**src/rtl/alu_pkg.sv**
```systemverilog
// rtl/alu_pkg.sv - opcodes, FSM state type and add/sub flag helper for alu_seq
package alu_pkg;

    localparam logic [2:0] OP_AND  = 3'd0;
    localparam logic [2:0] OP_OR   = 3'd1;
    localparam logic [2:0] OP_ADD  = 3'd2;
    localparam logic [2:0] OP_MUL  = 3'd3;
    localparam logic [2:0] OP_ANDN = 3'd4;
    localparam logic [2:0] OP_ORN  = 3'd5;
    localparam logic [2:0] OP_SUB  = 3'd6;
    localparam logic [2:0] OP_SLTU = 3'd7;

    typedef enum logic [1:0] {IDLE, BUSY, DONE} state_t;

    // top is bit WIDTH of the WIDTH+1-bit sum; for SUB that bit is the borrow.
    function automatic logic [1:0] add_sub_cv(
        input logic is_sub,
        input logic top,
        input logic a_msb,
        input logic b_msb,
        input logic r_msb
    );
        logic v;
        if (is_sub) begin
            v = (a_msb != b_msb) && (r_msb != a_msb);
        end else begin
            v = (a_msb == b_msb) && (r_msb != a_msb);
        end
        return {top, v};
    endfunction

endpackage

```
**src/rtl/alu_mul_iter.sv**
```systemverilog
// rtl/alu_mul_iter.sv - iterative shift-add multiplier, one multiplier bit per cycle
module alu_mul_iter #(
    parameter int WIDTH = 16
) (
    input  logic             clk,
    input  logic             rst,
    input  logic             start,
    input  logic [WIDTH-1:0] A,
    input  logic [WIDTH-1:0] B,
    output logic             busy,
    output logic             done,
    output logic [WIDTH-1:0] P
);

    localparam int CW = $clog2(WIDTH);

    logic [WIDTH-1:0] mcand;
    logic [WIDTH-1:0] mplier;
    logic [WIDTH-1:0] acc;
    logic [WIDTH-1:0] addend;
    logic [CW-1:0]    cnt;

    // The final iteration is folded into P so the product is ready on the done edge.
    assign addend = mplier[0] ? mcand : '0;
    assign P      = acc + addend;
    assign done   = busy && (cnt == CW'(WIDTH - 1));

    always_ff @(posedge clk) begin
        if (rst) begin
            busy   <= 1'b0;
            cnt    <= '0;
            mcand  <= '0;
            mplier <= '0;
            acc    <= '0;
        end else if (start) begin
            busy   <= 1'b1;
            cnt    <= '0;
            mcand  <= A;
            mplier <= B;
            acc    <= '0;
        end else if (busy) begin
            acc    <= P;
            mcand  <= mcand << 1;
            mplier <= mplier >> 1;
            cnt    <= cnt + 1'b1;
            if (done) begin
                busy <= 1'b0;
            end
        end
    end

endmodule

```
**src/rtl/alu_seq.sv**
```systemverilog
// rtl/alu_seq.sv - handshaked ALU with registered result, N/Z/C/V flags and iterative MUL
module alu_seq #(
    parameter int WIDTH = 16
) (
    input  logic             clk,
    input  logic             rst,
    input  logic [2:0]       S,
    input  logic [WIDTH-1:0] A,
    input  logic [WIDTH-1:0] B,
    input  logic             in_valid,
    output logic             in_ready,
    output logic [WIDTH-1:0] F,
    output logic             Z,
    output logic             N,
    output logic             C,
    output logic             V,
    output logic             out_valid,
    input  logic             out_ready
);

    import alu_pkg::*;

    state_t           state;
    state_t           state_next;
    logic             accept;
    logic             is_mul;
    logic             mul_start;
    logic             load_alu;
    logic             mul_busy;
    logic             mul_done;
    logic [WIDTH-1:0] mul_p;

    logic [WIDTH:0]   sum_add;
    logic [WIDTH:0]   sum_sub;
    logic [1:0]       cv_add;
    logic [1:0]       cv_sub;
    logic [WIDTH-1:0] alu_f;
    logic             alu_c;
    logic             alu_v;

    // in_ready depends only on state, rst and out_ready so in_valid never loops back.
    assign in_ready  = !rst && ((state == IDLE) || ((state == DONE) && out_ready));
    assign accept    = in_valid && in_ready;
    assign is_mul    = (S == OP_MUL);
    assign mul_start = accept && is_mul;
    assign load_alu  = accept && !is_mul;

    alu_mul_iter #(.WIDTH(WIDTH)) u_mul (
        .clk   (clk),
        .rst   (rst),
        .start (mul_start),
        .A     (A),
        .B     (B),
        .busy  (mul_busy),
        .done  (mul_done),
        .P     (mul_p)
    );

    assign sum_add = {1'b0, A} + {1'b0, B};
    assign sum_sub = {1'b0, A} - {1'b0, B};
    assign cv_add  = add_sub_cv(1'b0, sum_add[WIDTH], A[WIDTH-1], B[WIDTH-1], sum_add[WIDTH-1]);
    assign cv_sub  = add_sub_cv(1'b1, sum_sub[WIDTH], A[WIDTH-1], B[WIDTH-1], sum_sub[WIDTH-1]);

    always_comb begin
        alu_f = '0;
        alu_c = 1'b0;
        alu_v = 1'b0;
        case (S)
            OP_AND:  alu_f = A & B;
            OP_OR:   alu_f = A | B;
            OP_ADD: begin
                alu_f          = sum_add[WIDTH-1:0];
                {alu_c, alu_v} = cv_add;
            end
            OP_ANDN: alu_f = A & ~B;
            OP_ORN:  alu_f = A | ~B;
            OP_SUB: begin
                alu_f          = sum_sub[WIDTH-1:0];
                {alu_c, alu_v} = cv_sub;
            end
            OP_SLTU: alu_f = {{(WIDTH-1){1'b0}}, sum_sub[WIDTH]};
            default: alu_f = '0;
        endcase
    end

    always_comb begin
        state_next = state;
        case (state)
            IDLE: begin
                if (accept) begin
                    if (is_mul) state_next = BUSY;
                    else        state_next = DONE;
                end
            end
            BUSY: begin
                if (!mul_busy)     state_next = IDLE;
                else if (mul_done) state_next = DONE;
            end
            DONE: begin
                if (out_ready) begin
                    if (!accept)     state_next = IDLE;
                    else if (is_mul) state_next = BUSY;
                    else             state_next = DONE;
                end
            end
            default: state_next = IDLE;
        endcase
    end

    always_ff @(posedge clk) begin
        if (rst) begin
            state <= IDLE;
        end else begin
            state <= state_next;
        end
    end

    always_ff @(posedge clk) begin
        if (rst) begin
            out_valid <= 1'b0;
            F         <= '0;
            Z         <= 1'b0;
            N         <= 1'b0;
            C         <= 1'b0;
            V         <= 1'b0;
        end else begin
            out_valid <= (state_next == DONE);
            if (load_alu) begin
                F <= alu_f;
                Z <= (alu_f == '0);
                N <= alu_f[WIDTH-1];
                C <= alu_c;
                V <= alu_v;
            end else if ((state == BUSY) && mul_done) begin
                F <= mul_p;
                Z <= (mul_p == '0);
                N <= mul_p[WIDTH-1];
                C <= 1'b0;
                V <= 1'b0;
            end
        end
    end

endmodule

```
**config.mk**
```make
export PLATFORM = sky130hd
export DESIGN_NAME = alu_seq
export DESIGN_NICKNAME = d
export VERILOG_FILES = /design/src/rtl/alu_pkg.sv /design/src/rtl/alu_mul_iter.sv /design/src/rtl/alu_seq.sv
export SDC_FILE = /design/constraint.sdc
export NUM_CORES = 1
export LEC_CHECK = 0
export BUFFER_PORTS_ARGS = -buffer_cell sky130_fd_sc_hd__buf_2
export CORE_MARGIN = 8
export CORE_UTILIZATION = 44
export DETAILED_ROUTE_END_ITERATION = 12
export HOLD_SLACK_MARGIN = 0.15
export MAX_ROUTING_LAYER = met4
export RECOVER_POWER = 25
export SLEW_MARGIN = 10
export SYNTH_ARGS = -nofsm -noshare
export SYNTH_HDL_FRONTEND = slang
export SYNTH_SLANG_ARGS = --single-unit
```
**constraint.sdc**
```tcl
create_clock -name clk -period 3.7 [get_ports clk]
set_clock_uncertainty 0.1 [all_clocks]
set_input_delay 0.925 -clock clk [delete_from_list [all_inputs] [get_ports clk]]
set_output_delay 0.925 -clock clk [all_outputs]
set_load 0.01 [all_outputs]
```
; Yosys cells after proc, flatten, opt, wreduce, memory -nomap -nowiden
; Cells that the tools add are included.
[word_totals]
reg_bits = 76
output_inout_bits = 22
word_cells = 82
[op_classes]
bitwise = 5
addsub = 4
n_mux = 27
eq_ne = 15
n_reduce_logical = 19
[op_table]
columns = op, n
row1 = two-way mux 16 bit, 7
row2 = one-hot mux 16 bit (7 select lines), 1
row3 = AND 16 bit, 2
row4 = zero test 16 bit, 2
row5 = OR 16 bit, 2
row6 = adder 16 x 16 -> 17 bit, 1
row7 = subtractor 16 x 16 -> 17 bit, 1
row8 = adder 16 bit, 1
row9 = NOT 16 bit, 1
row10 = "equality test 3 bit, second input constant", 4
row11 = two-way mux 2 bit, 6
row12 = two-way mux 1 bit, 10
row13 = logical AND 1 bit, 9
row14 = "equality test 3 x 2 -> 1 bit, second input constant", 2
row15 = one-hot mux 2 bit (3 select lines), 1
row16 = "adder 4 x 1 -> 4 bit, second input constant", 1
row17 = "equality test 2 bit, second input constant", 2
row18 = "equality test 4 bit, second input constant", 1
row19 = one-hot mux 1 bit (2 select lines), 2
row20 = nonzero test 2 bit, 2
row21 = "equality test 3 x 1 -> 1 bit, second input constant", 1
row22 = zero test 3 bit, 1
row23 = != test 1 bit, 3
row24 = "equality test 2 x 1 -> 1 bit, second input constant", 1
row25 = other kinds (5), 6

; Logic depth before layout (Yosys ltp)
[logic_depth]
ltp_word = 9
mapped_depth = 13
mapped_depth_nobuf = 13

; Modules after synthesis
; From an unflattened synthesis, not the netlist that was laid out.
[unflattened]
hier_cells = 840
area_unflattened_um2 = 6444.9
[modules_own_cells]
columns = module, cells_per_inst, seq_area_each_um2, area_per_inst_um2, n_inst
row1 = alu_seq, 478, 440.4, 3470.8, 1
row2 = alu_mul_iter, 362, 1061.0, 2974.1, 1

; Worst setup path after synthesis
; No wires, ideal clock.
[synth_timing]
path_type = input-to-reg
start = in A[0]
end = reg F[14]
path_stages = 13
arrival_time_ns = 3.229
path_slack_ns = 0.244
setup_time_ns = 0.128
path_cell_list = inv_1 > ha_1 > inv_1 > fa_1 > a211oi_1 > o211ai_1 > a221oi_1 > o211a_1 > a2111oi_0 > xnor2_1 > o32ai_1 > a222oi_1 > nor2_1
[synth_via]
elab_chain_cells = 3
elab_cells_between_ends = 4
cone_classes = 2 x add/sub / 2 x mux
[synth_rtl]
columns = item, line
row1 = start: declaration, alu_seq.sv:8  ; input logic [WIDTH-1:0] A,
row2 = subtractor 16 x 16 -> 17 bit / adder 16 x 16 -> 17 bit (equally long branches), "alu_seq.sv:60, alu_seq.sv:59"
row3 = one-hot mux 16 bit (7 select lines) (*), alu_seq.sv:68  ; case (S)
row4 = two-way mux 16 bit (*), alu_seq.sv:128  ; if (load_alu) begin
row5 = end signal: assignment, alu_seq.sv:129  ; F <= alu_f;
row6 = end signal: assignment, alu_seq.sv:135  ; F <= mul_p;
row7 = end: declaration, alu_seq.sv:12  ; output logic [WIDTH-1:0] F,
; Mark *: on every way between the ends. The rest lies on a longest branch, timed or not.
; A chain may end at the register's enable or synchronous reset.

; Worst setup path in the final report
[layout_timing]
start = reg u_mul.mplier[0]
end = reg Z
[layout_via]
elab_chain_cells = 5
[layout_rtl]
columns = item, line
row1 = start: declaration, alu_mul_iter.sv:18  ; logic [WIDTH-1:0] mplier;
row2 = start signal: assignment, alu_mul_iter.sv:44  ; mplier <= mplier >> 1;
row3 = two-way mux 16 bit, alu_mul_iter.sv:24  ; assign addend = mplier[0] ? mcand : '0;
row4 = adder 16 bit, alu_mul_iter.sv:25  ; assign P = acc + addend;
row5 = zero test 16 bit, alu_seq.sv:136  ; Z <= (mul_p == '0);
row6 = two-way mux 1 bit, alu_seq.sv:134  ; end else if ((state == BUSY) && mul_done) begin
row7 = two-way mux 1 bit, alu_seq.sv:128
row8 = end signal: assignment, alu_seq.sv:130  ; Z <= (alu_f == '0);
row9 = end signal: assignment, alu_seq.sv:136
row10 = end: declaration, alu_seq.sv:13  ; output logic Z,
; Every way passes these cells. The select of a mux whose other input is x is not followed.

==> results by stage <==
Clocking:
- After clock tree synthesis, the clock-pin slew on the worst setup and hold paths is 0.06 ns.
- The clock latency of the later-clocked register in the worst-skew pair is between 0.3 and 0.4 ns.
- The CTS tree is yes.
- Once the clock tree was built, the setup fixing pass inserted 0 buffers.
- The cts-stage hold buffer count is 0.
- The number of clock buffers inserted by TritonCTS is 9.
- The clock tree synthesis step divided the H-tree into 3 levels.
- The longest clock path from root to sink contains 2 buffers.
- The count of cells resized by post-cts repair is 0.
- The cell sitting at the root of the clock tree is a clkbuf_16.
- For this design, the sink count on the clock tree is 75.

Outcome:
- The flow ran to the end, and the final reports show no timing, DRC or antenna violations.

Critical path:
- Of all nets on the critical path, the largest fanout is 13.
- The kind of capture point of the worst setup path is a flop.
- The cell type group with the largest total delay on the critical path is compound AO/OA/AOI/OAI gates.
- The worst setup path is launched from a flop.
- STA puts the critical path data required time at about 3.9 ns.
- Traced cell by cell, the critical path runs through buf_4 > and2_1 > ha_1 > o21ai_0 > o21ai_0 > nand2_1 > xnor2_1 > or4_1 > a2111oi_1 > buf_4 > nand4b_1 > a21oi_1 > a41o_1.
- The path depth of the worst reg2reg path is 13.
- The worst register-to-register path begins at u_mul.mplier[0]$_SDFFE_PP0P_.
- The delay of the slowest cell on the worst path is 0.52 ns.
- The capture instance of the worst register-to-register path is Z$_SDFFE_PP0P_.
- The critical path contains buffers and inverters numbering 2 combined.
- The slowest stage of the critical path belongs to the cell or4_1.
- The critical path arrival is 3.76 ns.
- The register-to-register setup slack is ~0.12 ns.
- The category of the critical setup timing path is reg2reg.

Timing:
- The aggregate negative setup slack is 0 ns.
- In the post-route analysis, the smallest setup slack over all paths is 0.1250 ns.
- On the final layout, the worst hold slack is 0.3672 ns.
- In the finished design, the share of the clock period the worst path needs comes to 0.9662.
- The relative slew slack is 0.4104.
- The highest achievable clock rate is 0.2797 GHz.
- The number of endpoints failing setup at the final stage is 0.
- For the pin with the worst max-slew slack, the measured transition is roughly 0.88 ns.
- The number of max-slew violations in the final report came to 0.
- Subtracting the final worst setup slack from the clock period gives 3.575 ns.
- The final number of hold-violating endpoints is 0.

Routing:
- The detailed-route DRC error count is 0.
- Using the TritonRoute via totals, the vias-per-cell ratio works out to 5.813.
- The count of nets left with antenna violations once routing finished came out at 0.
- The wire length per cell after detailed routing is 18.12 um.
- The first-pass iteration count of the detailed router is 7.
- For this block, the initial DRC count from the detailed router was a little under 600.
- The via count is 6208.
- After detailed routing, the total wire length is roughly 19000 um.

Floorplanning:
- The floorplan step set the die height to 134.7 um.
- The top-level port count is 61.
- For this configuration, the core starts out at a cell density of 0.4481.
- From left edge to right edge, the die measures between 100 and 150 um.
- The floorplan has 43 rows.
- The die covers 18130 sq um.
- The placeable core region is 13830 sq um.

Synthesis:
- Each instance of the synthesized netlist takes up on average 7.984 sq um.
- The synthesized netlist cell count is 776.
- The share of synthesized area in the top cell type comes to 0.2423.
- Ranked by instance count, the synthesized netlist is headed by nor2_1, dfxtp_1, a21oi_1, ha_1, mux2i_1.
- When the netlist entered floorplanning its net count stood at 866.
- For this run, the number of Yosys warnings is 0.
- The most used standard cell by instance count after synthesis is nor2_1.
- In this run, synthesis produced a sequential element count of between 70 and 80.
- The most instantiated flip-flop cell in the synthesis netlist is dfxtp_1.
- By area the synthesized netlist is led by dfxtp_1, ha_1, mux2i_1, nor2_1, a211oi_1.
- The synthesized design spends more area on one cell type than any other, namely dfxtp_1.
- The post-synth design cell area is 6196 sq um.
- The count of unique library cells instantiated by Yosys is 72.
- The share of the yosys chip area belonging to registers is 0.2423.
- The number of enable flip-flop cells after synthesis is 0.
- Of all flip-flops after synthesis, the portion carrying an async set or reset was 0.

GRT:
- The first-pass GRT wire length is roughly 31000 um.
- The final global-route overflow total is 0.
- The initial antenna violation count came to 0.
- The number of global-route vias before repair came to approximately 6100.
- Across every metal layer, demand over resource in global routing totals 0.2187.
- Entering global routing, the biggest net connects 57 pins.

Power:
- The share of total power dissipated in the clock network is 0.388.
- Across the VDD grid, the largest voltage drop is 174.7 uV.
- The share of total power dissipated in sequential elements is 0.357.
- The internal power is 0.001631 W.
- The fraction of power spent switching nets is 0.3100.
- The ratio of total power to cell area is 315.6 nW/um^2.
- Of the total power, combinational logic draws 0.255.
- In this run the power spent charging and discharging nets is around 0.00073 W.
- For this design the static power due to leakage is 3.039 nW.

Final layout:
- After routing the design area is between 7000 and 8000 sq um.
- Of the cells placed in the final design, the portion with a size suffix greater than 1 is 0.1847.
- Counting the fill cells in the layout gives roughly 1300.
- The antenna cell count is 0.
- The area growth from synthesis to layout is 20.88%.
- The layout net count is 973.

Placement:
- The half-perimeter wire length of the detailed placement result is 15000 um.
- The number of I/O port buffers is 60.
- The area after detailed placement is 7186 sq um.
- Timing analysis after detailed placement gives a worst setup slack of -0.2830 ns.
- The final weighted congestion in routability-driven placement is around 0.94.

Worst hold path:
- The min-delay analysis places its worst path in the category reg2reg.
- The startpoint of the tightest hold check path is C$_SDFFE_PP0P_.
- The number of instances on the worst hold path is 2.
- The worst hold path terminates at C$_SDFFE_PP0P_.

Job:
- Max-cap violations in this run came to 0.
layout by cell type (no fill, tap or decap), types with 4 or more instances in the layout:
cell type	synthesis	routed
nor2_1	104	104
buf_4	4	85
dfxtp_1	75	74
a21oi_1	58	58
mux2i_1	48	48
ha_1	48	48
a211oi_1	41	40
buf_2	8	39
inv_1	37	37
nand2_1	26	26
o21ai_0	26	26
clkbuf_1	31	22
and2_1	19	19
nor2b_1	15	15
xor2_1	15	15
xnor2_1	15	15
nor3_1	14	14
o21a_1	12	12
o22ai_1	12	12
a222oi_1	11	11
clkbuf_16	0	9
o211ai_1	8	8
nand2b_1	8	8
nor4_1	9	7
o31ai_1	6	6
nand3_1	6	6
a221oi_1	7	5
nand4_1	5	5
a31oi_1	5	5
a2111oi_0	6	5
maj3_1	5	5
and3_1	5	5
or3_1	4	4
a22oi_1	4	4
o31a_1	4	4
a31o_2	4	4
a21o_1	4	4
cells by family (layout without fill, tap and decap cells):
group,count (synthesis),in the layout,share of synthesized area
fa+ha+maj,56,56,0.1147
compound gates,238,238,0.2678
simple gates,237,237,0.1908
flops,75,75,0.2423
mux,50,50,0.08118
buf+inv,90,202,0.06078
xor+xnor,30,30,0.04241
worst register-to-register path, stage by stage (launching register included):
cell and delay (ns):
dfxtp_1 0.36, buf_4 0.19, and2_1 0.17, ha_1 0.34
o21ai_0 0.18, o21ai_0 0.30, nand2_1 0.12, xnor2_1 0.19
or4_1 0.52, a2111oi_1 0.44, buf_4 0.18, nand4b_1 0.12
a21oi_1 0.19, a41o_1 0.11
flip-flops by register name (all words and copies together) (netlist names):
name and flops:
C 1, F 16, V 1, Z 1, out_valid 1, state 2
u_mul.acc 16, u_mul.busy 1, u_mul.cnt 4, u_mul.mcand 16, u_mul.mplier 16
worst max path at each step:
stage	start	to	slack [ns]	depth (start not counted)
after global routing	A[0]	Z$_SDFFE_PP0P_	-0.01	14
after detailed placement	A[0]	F[14]$_SDFFE_PP0P_	-0.28	16
after CTS	u_mul.mplier[0]$_SDFFE_PP0P_	Z$_SDFFE_PP0P_	0.06	12
after global placement	A[0]	F[14]$_SDFFE_PP0P_	-0.18	16
final	u_mul.mplier[0]$_SDFFE_PP0P_	Z$_SDFFE_PP0P_	0.12	13
after floorplan	A[0]	F[14]$_SDFFE_PP0P_	0.24	13
area by class of cell:
class,instances,area [sq um],share of cell area
multi-input combinational,611,4355,0.5815
inverter,38,142.6,0.01904
clock inverter,7,82.58,0.01103
clock buffer,9,225.2,0.03007
sequential,75,1503,0.2006
tap,180,225.2,0.03007
timing repair buffer,148,955.9,0.1276
metal layers:
layer | global-route usage | vias up | share of wire
li1 | - | 3104 | -
met1 | 0.2838 | 2933 | 0.48
met2 | 0.3456 | 153 | 0.46
met3 | 0.02860 | 18 | 0.042
met4 | 0.06925 | 0 | 0.019
met5 | - | - | 0
power by group through the flow:
stage / Combinational, W / Clock, W / Sequential [W]
after floorplan: 0.000348 / 0 / 0.000860
after global placement: 0.000593 / 0 / 0.000859
after detailed placement: 0.000595 / 0 / 0.000860
after CTS: 0.000599 / 0.000937 / 0.000842
after global routing: 0.000661 / 0.000977 / 0.000844
final: 0.000603 / 0.000918 / 0.000843
stage by stage:
step	power, W	instances	util
after detailed placement	0.001455	1052	0.5197
after CTS	0.002378	1068	0.5419
after global placement	0.001453	1052	0.5197
after floorplan	0.001208	776	-
after global routing	0.002482	1068	0.5417
final	0.002364	1068	0.5417
No activity file was read; power rests on OpenSTA's default activity.
